==> src/rtl/memr_row_packer_pkg.sv <==
// Shared definitions for the R-vector row packer: state encoding, default
// geometry of the row memory, and the lane-slice helper.
package memr_row_packer_pkg;

    localparam int unsigned ELEMENT_WIDTH = 64;
    localparam int unsigned NO_OF_UNITS   = 8;
    localparam int unsigned ADDRESS_WIDTH = 20;
    localparam int unsigned COUNT_WIDTH   = 20;

    typedef enum logic [1:0] {
        ST_IDLE  = 2'd0,
        ST_FILL  = 2'd1,
        ST_WRITE = 2'd2,
        ST_DONE  = 2'd3
    } state_e;

    // Bit offset of a lane inside a packed row (lane 0 sits in the LSBs).
    function automatic int unsigned lane_offset(input int unsigned lane,
                                                input int unsigned width);
        return lane * width;
    endfunction

endpackage

==> src/rtl/memr_row_packer.sv <==
// Packs a serial element stream into no_of_units-wide rows and writes each
// row to consecutive addresses of the row memory.
// Ports:
//   clk, reset_n        clock, synchronous active-low reset
//   start               pulse; latches base_address and num_elements
//   base_address        first row address
//   num_elements        number of elements to pack (0 allowed)
//   in_data/in_valid    element stream; in_ready is high only while filling
//   mem_write_*         row write port (one-cycle strobe per row)
//   busy                high while filling or writing
//   finish              level, high once all elements are stored
module memr_row_packer
    import memr_row_packer_pkg::*;
#(
    parameter int unsigned element_width = ELEMENT_WIDTH,
    parameter int unsigned no_of_units   = NO_OF_UNITS,
    parameter int unsigned address_width = ADDRESS_WIDTH,
    parameter int unsigned count_width   = COUNT_WIDTH
) (
    input  logic                                   clk,
    input  logic                                   reset_n,
    input  logic                                   start,
    input  logic [address_width-1:0]               base_address,
    input  logic [count_width-1:0]                 num_elements,
    input  logic [element_width-1:0]               in_data,
    input  logic                                   in_valid,
    output logic                                   in_ready,
    output logic [no_of_units*element_width-1:0]   mem_write_data,
    output logic                                   mem_write_en,
    output logic [address_width-1:0]               mem_write_addr,
    output logic                                   busy,
    output logic                                   finish
);

    localparam int unsigned ROW_W  = no_of_units * element_width;
    localparam int unsigned LANE_W = (no_of_units > 1) ? $clog2(no_of_units) : 1;

    state_e                     state_q, state_d;
    logic [LANE_W-1:0]          lane_idx_q, lane_idx_d;
    logic [count_width-1:0]     remaining_q, remaining_d;
    logic [address_width-1:0]   row_addr_q, row_addr_d;
    logic [ROW_W-1:0]           row_q, row_d;
    logic [ROW_W-1:0]           mem_write_data_q, mem_write_data_d;
    logic                       mem_write_en_q, mem_write_en_d;
    logic [address_width-1:0]   mem_write_addr_q, mem_write_addr_d;
    logic                       busy_q, busy_d;
    logic                       finish_q, finish_d;

    // Next-state, datapath and registered-output decode.
    always_comb begin
        state_d          = state_q;
        lane_idx_d       = lane_idx_q;
        remaining_d      = remaining_q;
        row_addr_d       = row_addr_q;
        row_d            = row_q;
        mem_write_data_d = mem_write_data_q;
        mem_write_en_d   = 1'b0;
        mem_write_addr_d = mem_write_addr_q;

        case (state_q)
            ST_IDLE, ST_DONE: begin
                if (start) begin
                    row_addr_d  = base_address;
                    remaining_d = num_elements;
                    row_d       = '0;
                    lane_idx_d  = '0;
                    state_d     = (num_elements == '0) ? ST_DONE : ST_FILL;
                end
            end
            ST_FILL: begin
                if (in_valid) begin
                    row_d[lane_offset(32'(lane_idx_q), element_width) +: element_width] = in_data;
                    lane_idx_d  = lane_idx_q + LANE_W'(1);
                    remaining_d = remaining_q - count_width'(1);
                    // Row is complete, or this was the last element: write it next cycle.
                    if ((lane_idx_q == LANE_W'(no_of_units - 1)) ||
                        (remaining_q == count_width'(1))) begin
                        state_d          = ST_WRITE;
                        mem_write_en_d   = 1'b1;
                        mem_write_data_d = row_d;
                        mem_write_addr_d = row_addr_q;
                    end
                end
            end
            ST_WRITE: begin
                row_addr_d = row_addr_q + address_width'(1);
                lane_idx_d = '0;
                row_d      = '0;
                state_d    = (remaining_q != '0) ? ST_FILL : ST_DONE;
            end
            default: state_d = ST_IDLE;
        endcase

        busy_d   = (state_d == ST_FILL) || (state_d == ST_WRITE);
        finish_d = (state_d == ST_DONE);
    end

    // State and output registers.
    always_ff @(posedge clk) begin
        if (!reset_n) begin
            state_q          <= ST_IDLE;
            lane_idx_q       <= '0;
            remaining_q      <= '0;
            row_addr_q       <= '0;
            row_q            <= '0;
            mem_write_data_q <= '0;
            mem_write_en_q   <= 1'b0;
            mem_write_addr_q <= '0;
            busy_q           <= 1'b0;
            finish_q         <= 1'b0;
        end else begin
            state_q          <= state_d;
            lane_idx_q       <= lane_idx_d;
            remaining_q      <= remaining_d;
            row_addr_q       <= row_addr_d;
            row_q            <= row_d;
            mem_write_data_q <= mem_write_data_d;
            mem_write_en_q   <= mem_write_en_d;
            mem_write_addr_q <= mem_write_addr_d;
            busy_q           <= busy_d;
            finish_q         <= finish_d;
        end
    end

    assign in_ready       = (state_q == ST_FILL);
    assign mem_write_data = mem_write_data_q;
    assign mem_write_en   = mem_write_en_q;
    assign mem_write_addr = mem_write_addr_q;
    assign busy           = busy_q;
    assign finish         = finish_q;

endmodule

==> config.mk <==
export PLATFORM = sky130hd
export DESIGN_NAME = memr_row_packer
export DESIGN_NICKNAME = d
export VERILOG_FILES = /design/src/rtl/memr_row_packer_pkg.sv /design/src/rtl/memr_row_packer.sv
export SDC_FILE = /design/constraint.sdc
export NUM_CORES = 2
export LEC_CHECK = 0
export CORE_ASPECT_RATIO = 1.4
export CORE_MARGIN = 5
export CORE_UTILIZATION = 41
export DETAILED_ROUTE_END_ITERATION = 8
export SLEW_MARGIN = 20
export SYNTH_ARGS = -nofsm -noshare
export SYNTH_HDL_FRONTEND = slang
export SYNTH_SLANG_ARGS = --single-unit
==> constraint.sdc <==
create_clock -name clk -period 8.6 [get_ports clk]
set_clock_uncertainty 0.1 [all_clocks]
set_input_delay 1.29 -clock clk [delete_from_list [all_inputs] [get_ports clk]]
set_output_delay 1.29 -clock clk [all_outputs]
set_load 0.02 [all_outputs]
==> flow_metrics.env <==
export IMPL_status="complete, no violations"
export IMPL_whs_path_depth=2
export IMPL_holdCritPathClass="reg2reg"
export IMPL_cts_inserted_buffers=111
export IMPL_place_hpwl_um=115000
export IMPL_power_density_nw_per_um2=196
export IMPL_wl_um=185000
export IMPL_syn_avg_cell_area_sq_um=9.25
export IMPL_clk_pin_slew_worst_paths_ns=0.06
export IMPL_r2r_slack_ns=3.47
export IMPL_p_seq_share_pct=46.2
export IMPL_min_to="mem_write_addr[2]$_SDFFE_PN0P_"
export IMPL_drt_iter0_markers=4247
export IMPL_wl_per_cell_um=26.9
export IMPL_fin_nets=5424
export IMPL_cts_tree="built"
export IMPL_cts_max_level=3
export IMPL_rr_endpoint="mem_write_data[95]$_SDFFE_PN0P_"
export IMPL_seq_area_frac_synth_pct=47.2
export IMPL_clk_latency_ns=0.69
export IMPL_start_util_pct=41.1
export IMPL_ctsResizeCount=0
export IMPL_port_buffers=643
export IMPL_die_area_sq_um=120000
export IMPL_postSynth_asyncResetShare_pct=0
export IMPL_timing_setup_tns_ns=0
export IMPL_drc_errors=0
export IMPL_grt_ovfl_total=0
export IMPL_drive_gt1_share_pct=8.93
export IMPL_path_class="reg2reg"
export IMPL_finalWorstSetupSlack_ns=3.47
export IMPL_rsz0062_at_grt="false"
export IMPL_synth_fp_nets=5128
export IMPL_internal_power_mw=8.30
export IMPL_vdd_drop_max_mv=0.148
export IMPL_final_util_pct=50.4
export IMPL_cap_violations=0
export IMPL_gp_congestion=0.854
export IMPL_min_period_over_period_pct=59.7
export IMPL_io_pins=644
export IMPL_path_delay_family="buffers and inverters"
export IMPL_switching_share_pct=25.4
export IMPL_grt_pass1_vias=39074
export IMPL_ant_nets=0
export IMPL_synth_edff_count=0
export IMPL_track_usage_pct=29.2
export IMPL_switching_power_mw=2.82
export IMPL_min_period_ns=5.13
export IMPL_synth_area_sq_um=46300
export IMPL_die_height_um=408
export IMPL_cts_sinks=1092
export IMPL_total_power_mw=11.1
export IMPL_dpl_cell_area_sq_um=52900
export IMPL_vias=41326
export IMPL_coreArea_sq_um=113000
export IMPL_setup_violations=0
export IMPL_min_from="mem_write_addr[2]$_SDFFE_PN0P_"
export IMPL_combPwrFrac_pct=7.8
export IMPL_maxSlewHeadroom_pct=18.7
export IMPL_hold_viol=0
export IMPL_cp_slowest_cell="buf_4"
export IMPL_synth_distinct_cells=65
export IMPL_end_kind="flip-flop"
export IMPL_fin_area_sq_um=56800
export IMPL_required_ns=9.09
export IMPL_ff2ff_path_depth=10
export IMPL_crit_arrival_ns=5.62
export IMPL_avgViaCountPerCell=5.99
export IMPL_drv_slew=0
export IMPL_power_frac_clock_pct=46.1
export IMPL_holdWs_ns=0.357
export IMPL_max_clock_freq_mhz=195
export IMPL_r2r_start="lane_idx_q[0]$_SDFFE_PN0P_"
export IMPL_p_leak_nw=18.7
export IMPL_worst_slew_pin_transition_ns=1.22
export IMPL_cts_buffer_depth=3
export IMPL_fp_dieW_um=294
export IMPL_synthFlopType="dfxtp_1"
export IMPL_path_common_cell="buf_4"
export IMPL_cts_hold_buffers_added=0
export IMPL_crit_buf_inv=5
export IMPL_area_delta_synth_final_pct=22.7
export IMPL_row_count=146
export IMPL_start_kind="flip-flop"
export IMPL_cp_cell_sequence="buf_4, ha_1, ha_1, inv_1, o31ai_4, buf_12, buf_4, buf_4, a21oi_1, a311oi_1"
export IMPL_grt_pass1_wl_um=270000
export IMPL_worst_path_max_fanout=128
export IMPL_cts_root_buffer="clkbuf_16"
export IMPL_netlist_instances=5007
export IMPL_post_cts_buffers=0
export IMPL_ys_warn_count=0
export IMPL_dpl_cell_count=6669
export IMPL_firstDrtPassIters=8
export IMPL_synth_seq_cells=1092
export IMPL_grt_max_degree=217
export IMPL_antenna_found_initial=20
export IMPL_instances_no_fill=6897
export IMPL_critPathMaxStageDelay_ns=0.84
export IMPL_dp_slack_ns=3.60
kinds of logic after synthesis:
| family | share of synthesized area [%] |
|---|---|
| simple gates | 13.3 |
| buf+inv | 5.68 |
| xor+xnor | 0.0189 |
| compound gates | 26.3 |
| mux | 7.09 |
| fa+ha+maj | 0.351 |
| flops | 47.2 |
metal layers:
| metal | track usage, % | share of wire, % |
|---|---|---|
| met1 | 37.5 | 40 |
| met2 | 45.7 | 46 |
| met3 | 7.98 | 9.1 |
| met4 | 13.0 | 4.7 |
| met5 | 0 | 0.024 |
worst max path at each step:
| stage | from | endpoint | cells after the start |
|---|---|---|---|
| 4_1_cts | lane_idx_q[0]$_SDFFE_PN0P_ | row_q[22]$_SDFFE_PN0P_ | 11 |
| 2_1_floorplan | lane_idx_q[0]$_SDFFE_PN0P_ | mem_write_data[36]$_SDFFE_PN0P_ | 13 |
| 6_report | lane_idx_q[0]$_SDFFE_PN0P_ | mem_write_data[95]$_SDFFE_PN0P_ | 10 |
| 3_5_place_dp | lane_idx_q[0]$_SDFFE_PN0P_ | row_q[23]$_SDFFE_PN0P_ | 11 |
| 3_3_place_gp | start | row_q[468]$_SDFFE_PN0P_ | 7 |
| 5_1_grt | lane_idx_q[0]$_SDFFE_PN0P_ | mem_write_data[85]$_SDFFE_PN0P_ | 10 |
state kept, by name, summed over array words and instances (netlist names):
signal	flops
state_q	2
mem_write_addr	20
lane_idx_q	3
finish	1
row_addr_q	20
busy	1
row_q	512
mem_write_data	512
remaining_q	20
mem_write_en	1
power by group through the flow:
| stage | combinational [mW] | sequential [mW] | clock [mW] |
|---|---|---|---|
| CTS | 0.859 | 5.13 | 5.20 |
| global placement | 0.856 | 5.24 | 0 |
| global route | 0.903 | 5.13 | 5.40 |
| finish | 0.862 | 5.13 | 5.12 |
| floorplan | 0.479 | 5.24 | 0 |
| detailed placement | 0.857 | 5.25 | 0 |
final cells by class:
| cell class | count | area, sq um |
|---|---|---|
| inverter | 15 | 63.8 |
| antenna | 18 | 45.0 |
| clock inverter | 49 | 582 |
| multi-input combinational | 3367 | 22000 |
| fill | 10597 | 55900 |
| sequential | 1092 | 21900 |
| tap | 1480 | 1850 |
| timing repair buffer | 716 | 7130 |
| clock buffer | 160 | 3280 |
layout by cell type, fill, tap and decap left out, types with 94 or more instances in the layout:
cell,netlist,final
and2_1,131,129
clkdlybuf4s50_1,0,642
dfxtp_1,1092,1091
clkbuf_16,0,114
a311oi_1,193,193
a22oi_1,515,515
mux2i_1,327,327
nor2_1,554,549
nand2_1,448,447
a21oi_1,477,477
a211oi_1,94,94
a211oi_2,166,166
cells in the mapped netlist, types with 5 or more instances:
cell,instances,area [sq um]
a211oi_1,94,706
a211oi_2,166,2080
a21o_1,5,37.5
a21oi_1,477,2390
a21oi_2,10,87.6
a22oi_1,515,3870
a311oi_1,193,1690
a31oi_1,11,68.8
and2_1,131,820
and3_1,72,450
buf_1,14,52.6
buf_2,86,430
buf_4,44,330
buf_6,40,450
clkbuf_1,349,1310
dfxtp_1,1092,21900
ha_1,13,163
inv_1,13,48.8
mux2i_1,327,3270
nand2_1,448,1680
nand2b_1,12,75.1
nand3_1,85,425
nand4_1,26,163
nor2_1,554,2080
nor2b_1,10,62.6
nor3_1,17,85.1
nor3b_1,15,113
nor4_1,9,56.3
o211a_1,65,651
o21ai_0,50,250
o21ai_1,5,25.0
o31a_1,5,43.8
worst min-delay path: stages (launching register included):
cell and delay [ns]:
dfxtp_1 0.31, nand2_1 0.05, o21ai_0 0.06
(Power assumes the default switching activity.)
